File: src/rtl/trace_source_arbiter.sv
// -----------------------------------------------------------------------------
// trace_source_arbiter
//
// Purpose: shares the single write port of the trace input buffer between
// NUM_SRC trace sources, one vector per cycle. It arbitrates round-robin
// between sources, and a frame is atomic: once a source's first beat is
// accepted, that source owns the port until its eof beat. A credit counter
// tracks free input-buffer slots, so the buffer is never over-written.
//
// Ports:
//   clk, rst_n     clock and asynchronous active-low reset
//   tracing        global trace enable (gates new frames only)
//   configId/Data  config bus; configId==CONFIG_ID loads the source enable mask
//   req            per-source request, held with its data until granted
//   eof_src        per-source last-beat-of-frame flag
//   vector_src     per-source vectors (NUM_SRC x N x DATA_WIDTH)
//   ib_dequeue     one pulse per vector popped from the input buffer
//   grant          one-hot, combinational; a beat is accepted when req&grant
//   enqueue        registered write strobe to the input buffer
//   vector_out     registered accepted vector
//   eof_out        registered eof of the accepted beat
//   src_id_out     registered id of the accepted source
//   busy           a frame is in progress (LOCKED)
//   overflow_err   sticky; ib_dequeue arrived while all credits were free
//   timeout_err    sticky; a locked owner went idle too long (optional)
//
// Optional feature: define ARB_FRAME_TIMEOUT_EN to add the frame watchdog and
// the timeout_err port. If an owner's req stays low for TIMEOUT_CYCLES locked
// cycles, the lock is released and no synthetic eof is emitted.
// -----------------------------------------------------------------------------
module trace_source_arbiter #(
    parameter int unsigned N              = 8,
    parameter int unsigned DATA_WIDTH     = 32,
    parameter int unsigned NUM_SRC        = 4,
    parameter int unsigned IB_DEPTH       = 4,
    parameter logic [7:0]  CONFIG_ID      = 8'd3,
    parameter int unsigned TIMEOUT_CYCLES = 64
) (
    input  logic                                         clk,
    input  logic                                         rst_n,
    input  logic                                         tracing,
    input  logic [7:0]                                   configId,
    input  logic [7:0]                                   configData,
    input  logic [NUM_SRC-1:0]                           req,
    input  logic [NUM_SRC-1:0]                           eof_src,
    input  logic [NUM_SRC-1:0][N-1:0][DATA_WIDTH-1:0]    vector_src,
    input  logic                                         ib_dequeue,
    output logic [NUM_SRC-1:0]                           grant,
    output logic                                         enqueue,
    output logic [N-1:0][DATA_WIDTH-1:0]                 vector_out,
    output logic                                         eof_out,
    output logic [$clog2(NUM_SRC)-1:0]                   src_id_out,
    output logic                                         busy,
    output logic                                         overflow_err
`ifdef ARB_FRAME_TIMEOUT_EN
    ,
    output logic                                         timeout_err
`endif
);

    localparam int unsigned IDW = $clog2(NUM_SRC);
    localparam int unsigned CW  = $clog2(IB_DEPTH + 1);
    localparam logic [CW-1:0] CRED_MAX = CW'(IB_DEPTH - 1);

    typedef enum logic {ST_IDLE, ST_LOCKED} state_t;

    state_t                          r_state;
    logic [IDW-1:0]                  r_rr_ptr;
    logic [IDW-1:0]                  r_owner;
    logic [CW-1:0]                   r_credits;
    logic [NUM_SRC-1:0]              r_mask;
    logic                            r_enqueue;
    logic [N-1:0][DATA_WIDTH-1:0]    r_vector;
    logic                            r_eof;
    logic [IDW-1:0]                  r_src_id;
    logic                            r_overflow;

    logic [NUM_SRC-1:0]              w_elig;
    logic [NUM_SRC-1:0]              w_grant;
    logic [IDW-1:0]                  w_sel;
    logic [IDW-1:0]                  w_idx;
    logic                            w_found;
    logic                            w_accept;

`ifdef ARB_FRAME_TIMEOUT_EN
    localparam int unsigned TW = $clog2(TIMEOUT_CYCLES + 1);
    logic [TW-1:0]                   r_to_cnt;
    logic                            r_timeout;
    assign timeout_err = r_timeout;
`endif

    // Mask bits above NUM_SRC are don't-care.
    if (NUM_SRC < 8) begin : g_cfg_unused
        logic w_unused_cfg;
        assign w_unused_cfg = ^configData[7:NUM_SRC];
    end

    // Grant selection. In IDLE the scan runs from the farthest offset down to
    // rr_ptr itself, so the last hit (nearest to rr_ptr) wins without a break.
    always_comb begin
        w_elig  = req & r_mask;
        w_grant = '0;
        w_sel   = '0;
        w_idx   = '0;
        w_found = 1'b0;
        if (r_credits != '0) begin
            if (r_state == ST_LOCKED) begin
                w_sel   = r_owner;
                w_found = 1'b1;
            end else if (tracing) begin
                for (int unsigned k = NUM_SRC; k > 0; k--) begin
                    w_idx = r_rr_ptr + IDW'(k - 1);
                    if (w_elig[w_idx]) begin
                        w_sel   = w_idx;
                        w_found = 1'b1;
                    end
                end
            end
        end
        if (w_found) w_grant[w_sel] = 1'b1;
    end

    assign w_accept = |(req & w_grant);

    always_ff @(posedge clk or negedge rst_n) begin
        if (!rst_n) begin
            r_state    <= ST_IDLE;
            r_rr_ptr   <= '0;
            r_owner    <= '0;
            r_credits  <= CRED_MAX;
            r_mask     <= '1;
            r_enqueue  <= 1'b0;
            r_vector   <= '0;
            r_eof      <= 1'b0;
            r_src_id   <= '0;
            r_overflow <= 1'b0;
`ifdef ARB_FRAME_TIMEOUT_EN
            r_to_cnt   <= '0;
            r_timeout  <= 1'b0;
`endif
        end else begin
            if (configId == CONFIG_ID) r_mask <= configData[NUM_SRC-1:0];

            r_enqueue <= w_accept;
            if (w_accept) begin
                r_vector <= vector_src[w_sel];
                r_eof    <= eof_src[w_sel];
                r_src_id <= w_sel;
            end

            // Simultaneous accept and dequeue cancel out.
            if (w_accept && !ib_dequeue) begin
                r_credits <= r_credits - CW'(1);
            end else if (!w_accept && ib_dequeue) begin
                if (r_credits == CRED_MAX) r_overflow <= 1'b1;
                else                       r_credits  <= r_credits + CW'(1);
            end

            case (r_state)
                ST_IDLE: begin
                    if (w_accept) begin
                        if (eof_src[w_sel]) begin
                            r_rr_ptr <= w_sel + IDW'(1);
                        end else begin
                            r_state <= ST_LOCKED;
                            r_owner <= w_sel;
`ifdef ARB_FRAME_TIMEOUT_EN
                            r_to_cnt <= '0;
`endif
                        end
                    end
                end
                ST_LOCKED: begin
                    if (w_accept && eof_src[r_owner]) begin
                        r_state  <= ST_IDLE;
                        r_rr_ptr <= r_owner + IDW'(1);
                    end
`ifdef ARB_FRAME_TIMEOUT_EN
                    else if (w_accept) begin
                        r_to_cnt <= '0;
                    end else if (!req[r_owner]) begin
                        if (r_to_cnt == TW'(TIMEOUT_CYCLES - 1)) begin
                            r_state   <= ST_IDLE;
                            r_rr_ptr  <= r_owner + IDW'(1);
                            r_timeout <= 1'b1;
                            r_to_cnt  <= '0;
                        end else begin
                            r_to_cnt <= r_to_cnt + TW'(1);
                        end
                    end
`endif
                end
                default: r_state <= ST_IDLE;
            endcase
        end
    end

    assign grant        = w_grant;
    assign enqueue      = r_enqueue;
    assign vector_out   = r_vector;
    assign eof_out      = r_eof;
    assign src_id_out   = r_src_id;
    assign busy         = (r_state == ST_LOCKED);
    assign overflow_err = r_overflow;

endmodule

File: config.mk
export PLATFORM = sky130hd
export DESIGN_NAME = trace_source_arbiter
export DESIGN_NICKNAME = d
export VERILOG_FILES = /design/src/rtl/trace_source_arbiter.sv
export SDC_FILE = /design/constraint.sdc
export NUM_CORES = 1
export LEC_CHECK = 0
export ABC_CLOCK_PERIOD_IN_PS = 4100
export CORE_AREA = 2 2 509 511
export CTS_CLUSTER_DIAMETER = 100
export DETAILED_ROUTE_END_ITERATION = 16
export DIE_AREA = 0 0 511 513
export GPL_TIMING_DRIVEN = 0
export SLEW_MARGIN = 10
export SYNTH_ARGS = -nofsm -noshare
export SYNTH_HDL_FRONTEND = slang
export SYNTH_SLANG_ARGS = --single-unit
File: constraint.sdc
create_clock -name clk -period 4.1 [get_ports clk]
set_clock_uncertainty 0.1 [all_clocks]
set_input_delay 1.025 -clock clk [delete_from_list [all_inputs] [get_ports clk]]
set_output_delay 1.025 -clock clk [all_outputs]
set_load 0.005 [all_outputs]
Word-level counts from Yosys, hierarchy flattened
Cells that the tools add are included.

$add $sub $neg: 7. $mul: 0. Divide/modulo/power cells: 0. $lt $le $gt $ge: 7. Equal/unequal tests: 6. Shifts and indexed selects: 0. Muxes and demuxes: 42. Bitwise logic cells: 5. Reductions and logical operators: 13.

Operator list (number): 256-bit binary-select mux with 2-bit select (1); 256-bit two-way mux (1); 2-bit two-way mux (10); 2-bit by 3-bit less-than comparator with 1-bit output (second input constant) (6); 1-bit two-way mux (17); 1-bit binary-select mux with 2-bit select (6); 3-bit two-way mux (3); 3-bit AND reduction (3); 4-bit bitwise AND (2); 8-bit by 2-bit equality test with 1-bit output (second input constant) (1); 2-bit by 1-bit adder with 2-bit output (second input constant) (3); 2-bit inequality test (second input constant) (3); 2-bit adder (second input constant) (2); 1-bit logical AND (4); 4-bit two-way mux (1); 2-bit one-hot mux with 2 select lines (1); 4-bit OR reduction (1); 3-bit by 1-bit adder with 3-bit output (second input constant) (1); 3-bit by 2-bit equality test with 1-bit output (second input constant) (1); 1-bit NOT (3); 3-bit nonzero test (1); 3-bit by 1-bit subtractor with 3-bit output (second input constant) (1); 1-bit demux with 2-bit select (1); 2-bit by 1-bit >= comparator with 1-bit output (second input constant) (1); other kinds (5) (6).

Bits in registers: 273. Latch bits: 0. Bits in writable memories: 0. Memory bits (read-only): 0. Input bits: 1052. Output and inout bits: 266. Memories kept: 0.

Longest topological paths before layout
Gate-level depths: netlist of run 1.

Depth after elaboration: 21. Mapped depth: 13. Depth with buffers taken out: 12.

Worst setup path before layout of run 1
Ideal clock, no wire load.

Path kind: input to output. From: input port req[1]. To: output port grant[1]. Arrival: 2.692 ns. Required time: 2.975 ns. Setup slack: 0.283 ns. Stages on the path: 7. Buffers on the path: 3. Path through: and2_1 -> o311ai_1 -> a21o_1 -> buf_2 -> buf_1 -> buf_1 -> nor2_1.

Word-level cells in the longest chain between the ends: 15. Elaborated cells between the ends (all ways): 29. Classes of those cells: 2 x order compare; 25 x mux; 1 x bitwise; 1 x reduce/logical.

Ends and longest elaborated chain: start: declaration (line 44) `input logic [NUM_SRC-1:0] req,`; 4-bit bitwise AND (*) (line 101) `w_elig = req & r_mask;`; 1-bit binary-select mux with 2-bit select (line 113) `if (w_elig[w_idx]) begin`; 1-bit two-way mux (not written as such) (line 113); 2-bit two-way mux (4 in a row) (line 113); 2-bit two-way mux (line 110) `end else if (tracing) begin`; 2-bit two-way mux (line 107) `if (r_state == ST_LOCKED) begin`; 2-bit two-way mux (line 106) `if (r_credits != '0) begin`; 2-bit by 3-bit less-than comparator with 1-bit output (not written as such) or 2-bit by 1-bit >= comparator with 1-bit output (tied branches) (line 120) `if (w_found) w_grant[w_sel] = 1'b1;`; 1-bit logical AND (not written as such) (line 120); 1-bit two-way mux (not written as such) (line 120); 1-bit demux with 2-bit select (line 120); 4-bit two-way mux (*) (line 120); end: declaration (line 48) `output logic [NUM_SRC-1:0] grant,`.

Mark *: on every way between the ends. The rest lies on a longest branch, timed or not. The select of a mux whose other input is x is not followed.

Final worst setup path of run 1
From: input port req[2]. To: register r_vector (netlist bit vector_out[69]).

Word-level cells in the longest chain between the ends: 17. Elaborated cells between the ends (all ways): 33. Classes of those cells: 2 x order compare; 27 x mux; 2 x bitwise; 2 x reduce/logical.

Ends and longest elaborated chain: 4-bit bitwise AND (line 101); 1-bit binary-select mux with 2-bit select (line 113); 1-bit two-way mux (not written as such) (line 113); 2-bit two-way mux (4 in a row) (line 113); 2-bit two-way mux (line 110); 2-bit two-way mux (line 107); 2-bit two-way mux (line 106); 2-bit by 3-bit less-than comparator with 1-bit output (not written as such) or 2-bit by 1-bit >= comparator with 1-bit output (tied branches) (line 120); 1-bit logical AND (not written as such) (line 120); 1-bit two-way mux (not written as such) (line 120); 1-bit demux with 2-bit select (line 120); 4-bit two-way mux (line 120); 4-bit bitwise AND (line 123) `assign w_accept = |(req & w_grant);`; 4-bit OR reduction (line 123); end signal: assignment (line 146) `r_vector <= vector_src[w_sel];`; end: declaration (line 73) `logic [N-1:0][DATA_WIDTH-1:0] r_vector;`.

Parallel ways exist; a longest one is shown, timed or not. The select of a mux whose other input is x is not followed. A chain may end at the register's enable or synchronous reset.

==> results of run 1 <==
## worst max-delay path by stage
| stage | startpoint | endpoint | slack, ns |
|---|---|---|---|
| 2_1_floorplan | req[1] | grant[1] | 0.28 |
| 3_3_place_gp | rst_n | vector_out[199] | -12.32 |
| 3_5_place_dp | req[1] | grant[2] | -2.50 |
| 4_1_cts | r_mask[0] | grant[2] | -0.06 |
| 5_1_grt | r_mask[0] | vector_out[43] | -0.004 |
| 6_report | req[2] | vector_out[69] | -0.06 |
## worst max-delay path: stages
cell and delay (ns):
dlygate4sd2_1 0.31, nand3b_1 0.19, buf_4 0.16, o311ai_4 0.11, buf_4 0.16, a32oi_1 0.50
and3_1 0.31, a211oi_4 0.06, buf_4 0.17, buf_2 0.30, buf_2 0.37, a311oi_1 0.81
a21o_1 0.14
## flip-flops by register name, indices dropped and copies added (netlist names)
register / count
r_rr_ptr: 2
busy: 1
r_credits: 3
eof_out: 1
src_id_out: 2
overflow_err: 1
enqueue: 1
r_mask: 4
vector_out: 256
r_owner: 2
## per-stage QoR
stage	hold WS, ns	setup TNS (ns)
after floorplan	0.3602	0
after global placement	0.3586	-3818.18
after detailed placement	0.3619	-322.96
after CTS	0.1748	-0.05964
after global routing	0.2192	-0.004335
final	0.2123	-0.09668
## cells by family (layout without fill, tap and decap cells)
logic type      after synthesis  in the layout  synth area share
buf+inv                     237           1663           0.05304
mux                           9              9          0.006224
other cells                   0            133                 0
compound gates              806            806            0.3524
simple gates                809            809            0.2064
xor+xnor                      3              3          0.001453
fa+ha+maj                     3              3          0.002489
flops                       273            273            0.3780
## power by group through the flow
stage / clock network, mW / logic, mW / registers [mW]
finish: 4.18 / 14.2 / 4.91
global route: 4.37 / 14.9 / 5.04
detailed placement: 0 / 13.9 / 4.90
global placement: 0 / 13.7 / 4.89
floorplan: 0 / 5.34 / 4.81
CTS: 4.32 / 14.2 / 4.90
## placed cells by master, fill, tap and decap left out, types with 6 or more instances in the layout
cell type        count
inv_6                6
nor2_1               6
clkbuf_8             6
clkbuf_2            15
buf_12              13
buf_2               54
buf_16               8
a311oi_1           241
clkbuf_1           149
inv_1                7
clkbuf_16           50
clkdlybuf4s50_1   1303
a21o_1             259
clkinv_2             9
buf_4               16
mux2_2               7
o21ai_0              8
nand2_1            523
buf_1                7
dfrtp_1            267
a211oi_1           258
a311oi_2            16
and2_1             256
diode_2            133
## repair_timing
action                     4_1_cts  5_1_grt
resized for setup               97        7
pin swaps                       10        4
hold buffers                     0        0
setup endpoints to repair      268       13
setup buffers                   11        6
## layout make-up
class / instances / share of cell area
inverters: 7 / 0.0006874
plain buffers: 227 / 0.02851
multi-input cells: 1630 / 0.2752
well taps: 3384 / 0.1108
diodes: 133 / 0.008706
repair buffers: 1345 / 0.3568
clock buffers: 59 / 0.03352
clock inverters: 25 / 0.006481
flip-flops and latches: 273 / 0.1793
## per-layer routing
metal / global-route usage / part of all wire
met1: 0.1965 / 0.37
met2: 0.2800 / 0.43
met4: 0.07598 / 0.051
met3: 0.1056 / 0.14
met5: 0 / 0.0061
==> run_results.csv, run 1 <==
group,metric,value,unit
timing,fin_crit_sh,1.015,
grt,grt.overflow.total,0,
floorplanning,initial_utilization,0.07061,
run,maxCapViolCount,0,
setup_path,end_kind,"flip-flop",
worst_hold_path,hp-class,"input port to asynchronous set/reset pin",
logic_synthesis,synth_top_area_cell,"dfrtp_1",
grt,track_usage,0.1795,
clock_tree,cts_buffers,45,
run_status,violations,"setup timing",
final_layout,final_area,38230,um2
floorplanning,die-area,262100,um2
run_status,status,"finished with violations",
setup_path,worstRegToRegCells,11,
placed_design,hpwl,217300,um
timing,max_freq,0.2404,GHz
power,seqPwrFrac,0.211,
setup_path,r2r-start,"r_mask[1]",
logic_synthesis,yosys_warnings,0,
floorplanning,ioPinCount,1318,
clock_tree,cts_num_sinks,273,
route,drc_errors,0,
final_layout,syn2layout_area_growth,111.3,%
power,power_density,608.9,nW/um2
logic_synthesis,syn-cell-area,18090,um2
logic_synthesis,ys_ff_latch,273,
setup_path,critical_path_arrival,4.66,ns
power,finalPower,23.28,mW
grt,grt_pass1_vias,26140,
power,p_leak,14.56,nW
timing,layout_setup_ws,-0.06018,ns
placed_design,post_dp_cell_area,35850,um2
route,avgViaCountPerCell,3.808,
final_layout,n_fill_cell,29020,
clock_tree,clockRootBuffer,"clkbuf_16",
logic_synthesis,synth_top_area_frac,0.3693,
logic_synthesis,synth_cells,2140,
timing,timing_hold_violations_final,0,
setup_path,start_kind,"input port",
placed_design,io_buffers,1313,
power,vdd_drop_max,0.2870,mV
logic_synthesis,yosys-top-cells-area,"dfrtp_1, a311oi_1, nand2_1",
final_layout,fin_util,0.1492,
logic_synthesis,synth.most_common_cell,"nand2_1",
route,route.vias.total,26980,
power,p_sw,10.75,mW
logic_synthesis,synth_fp_nets,3195,
final_layout,layout-drive-gt1-share,0.06646,
power,switching_share,0.4616,
logic_synthesis,ys_types,46,
timing,slew_viol_final,0,
clock_tree,cts_tree,"yes",
logic_synthesis,synthArstFlopShare,1.000,
logic_synthesis,synthFlopType,"dfrtp_1",
power,comb_power_share,0.610,
final_layout,multi_input_area,10520,um2
power,pwr-share-clk,0.179,
route,wirelength,245600,um
clock_tree,htreeDepth,2,
floorplanning,rows,186,
setup_path,timing.rr.end,"vector_out[65]",
grt,antenna_found_initial,307,
setup_path,worstSetupPathType,"input port to flip-flop",
timing,period_needed,4.160,ns
route,wl_per_cell,34.68,um
placed_design,dp.cells,6852,
route,drtPass1Iterations,5,
timing,maxSlewHeadroom,0.2789,
grt,grt_pass1_wl,302800,um
final_layout,regArea,6854,um2
power,intPower,12.53,mW
logic_synthesis,synth_edf_count,0,
final_layout,final_nets,4584,
clock_tree,clock_latency,0.66,ns
placed_design,place_ws,-2.504,ns
clock_tree,clk_path_buf_depth,3,
timing,finalSetupViolCount,2,
setup_path,cp.required,4.60,ns
floorplanning,fp.dieW,511,um
timing,tightestPinTransition,1.082,ns
setup_path,regToRegSetupSlack,0.02,ns
floorplanning,core,256200,um2
setup_path,crit_fanout,12,
route,drt.antenna.violating_nets,0,
placed_design,place.gp.congestion,0.9733,
logic_synthesis,ys_seq_area_frac,0.3780,
logic_synthesis,netlist_top_cells_count,"nand2_1, dfrtp_1, a211oi_1, a21o_1, and2_1",
floorplanning,die_h,513,um
final_layout,instances_no_fill,7083,
clock_tree,clk_pin_slew,0.06,ns
grt,grt_max_degree,90,
route,drt_first_iter_violations,2580,
logic_synthesis,synth.avg_cell_area,8.454,um2
No activity file was read; power rests on OpenSTA's default activity.
==> run 2: changes to the inputs <==
RECOVER_POWER = 50   (was not set)
==> run 2 against run 1 <==
Effect of this change: the flow finishes with violations (capacitance limit, slew limit, setup timing); largest power group unchanged; highest routed layer unchanged; wire length about the same; total power down 1.1%; sequential power about the same; critical endpoint unchanged; sequential cell count did not move; setup slack worse by 0.069 ns; first-iteration DRC count rose by 0.31%; design area barely moved.
==> run_results.csv, run 2 (synthesis results as in run 1) <==
group,metric,value,unit
grt,track_usage,0.1795,
grt,grt_max_degree,90,
route,drtPass1Iterations,8,
power,power_density,602.4,nW/um2
grt,antenna_found_initial,307,
clock_tree,clock_latency,0.66,ns
clock_tree,ctsHoldBuffers,0,
placed_design,io_buffers,1313,
timing,fin_tns_setup,-0.3315,ns
run_status,violations,"capacitance limit, slew limit, setup timing",
setup_path,worstSetupPathType,"input port to flip-flop",
timing,timing_hold_violations_final,0,
timing,max_freq,0.2365,GHz
setup_path,cp_top_family,"compound AO/OA/AOI/OAI gates",
clock_tree,clockRootBuffer,"clkbuf_16",
run,maxCapViolCount,1,
final_layout,syn2layout_area_growth,111.2,%
route,drt_first_iter_violations,2588,
floorplanning,initial_utilization,0.07061,
clock_tree,cts_tree,"yes",
final_layout,largest_register_ff_count,256,
final_layout,final_area,38210,um2
setup_path,cp.required,4.59,ns
setup_path,worst-path-stages,13,
route,avgViaCountPerCell,3.807,
grt,grt_pass1_vias,26140,
placed_design,place_ws,-2.504,ns
final_layout,fin_util,0.1491,
timing,fin_crit_sh,1.032,
timing,tightestPinTransition,1.845,ns
timing,slew_viol_final,62,
final_layout,final_nets,4584,
final_layout,layout_commonest_cell,"clkdlybuf4s50_1",
floorplanning,rows,186,
placed_design,hpwl,217300,um
clock_tree,clk_pin_slew,0.06,ns
power,p_leak,14.72,nW
floorplanning,core,256200,um2
floorplanning,ioPinCount,1318,
power,vdd_drop_max,0.2850,mV
clock_tree,htreeDepth,2,
setup_path,critical_path_arrival,4.72,ns
timing,finalSetupViolCount,5,
clock_tree,clk_path_buf_depth,3,
floorplanning,die-area,262100,um2
setup_path,crit_top_cell,"buf_4",
timing,maxSlewHeadroom,-0.2303,
run_status,status,"finished with violations",
setup_path,regToRegSetupSlack,-0.03,ns
placed_design,place.gp.congestion,0.9733,
grt,grt.overflow.total,0,
setup_path,cpMaxStageDelayCell,"a311oi_1",
route,route.vias.total,26950,
clock_tree,cts_buffers,45,
route,drt.antenna.violating_nets,0,
route,wirelength,245500,um
floorplanning,fp.dieW,511,um
floorplanning,die_h,513,um
final_layout,layout-drive-gt1-share,0.06646,
grt,grt_pass1_wl,302800,um
setup_path,crit_fanout,11,
worst_hold_path,min_path_cells,1,
setup_path,slowest_delay,0.84,ns
timing,period_needed,4.229,ns
setup_path,crit_buf_inv,6,
timing,layout_setup_ws,-0.1292,ns
clock_tree,cts_num_sinks,273,
setup_path,crit_path_cell_trace,"dlygate4sd2_1, nand3b_1, buf_4, o311ai_4, buf_4, a32oi_1, and3_1, a211oi_4, buf_4, buf_2, buf_2, a311oi_1, a21o_1",
final_layout,layout_common_cells,"clkdlybuf4s50_1, nand2_1, dfrtp_1",
worst_hold_path,hp-class,"flip-flop to flip-flop",
setup_path,end_kind,"flip-flop",
placed_design,post_dp_cell_area,35850,um2
route,drc_errors,0,
setup_path,start_kind,"input port",
route,wl_per_cell,34.68,um
timing,holdWs,0.3710,ns
setup_path,worstRegToRegCells,11,
==> run 2: power by group <==
part           internal [mW]  switching (mW)  total (mW)
registers               4.03           0.847        4.88
logic                   5.88            8.09        14.0
clock network           2.40            1.77        4.17
==> run 2: area by class of cell <==
type	count	area, um2
tap	3384	4234
inverter	7	26.28
multi-input combinational	1630	10520
buffer	227	1090
clock inverter	25	247.7
timing repair buffer	1345	13630
fill	29030	218000
antenna	129	322.8
sequential	273	6854
clock buffer	59	1281
==> run 2: layer usage <==
layer,share of wire,GRT usage,vias to the layer above
li1,-,-,10880
met1,0.36,0.1965,13120
met2,0.43,0.2800,2044
met3,0.14,0.1056,686
met4,0.052,0.07598,220
met5,0.0060,0,-
==> run 2: final timing paths <==
path | startpoint | end
max | req[2] | vector_out[69]
min | vector_out[151] | vector_out[151]
max reg2reg | r_mask[0] | vector_out[69]
min reg2reg | vector_out[151] | vector_out[151]
max in group asynchronous | rst_n | vector_out[202]
min in group asynchronous | rst_n | vector_out[81]
==> run 2: stage by stage <==
step / instances / power, mW
2_1_floorplan: 2140 / 10.16
3_3_place_gp: 6837 / 18.55
3_5_place_dp: 6852 / 18.84
4_1_cts: 6945 / 23.46
5_1_grt: 7011 / 24.09
6_report: 7079 / 23.02
==> run 2: what timing repair did <==
item	in CTS	in global routing
pin swaps	10	4
buffers inserted	11	6
endpoints found under the hold margin	0	0
gates resized for setup	97	7
setup endpoints to repair	268	13
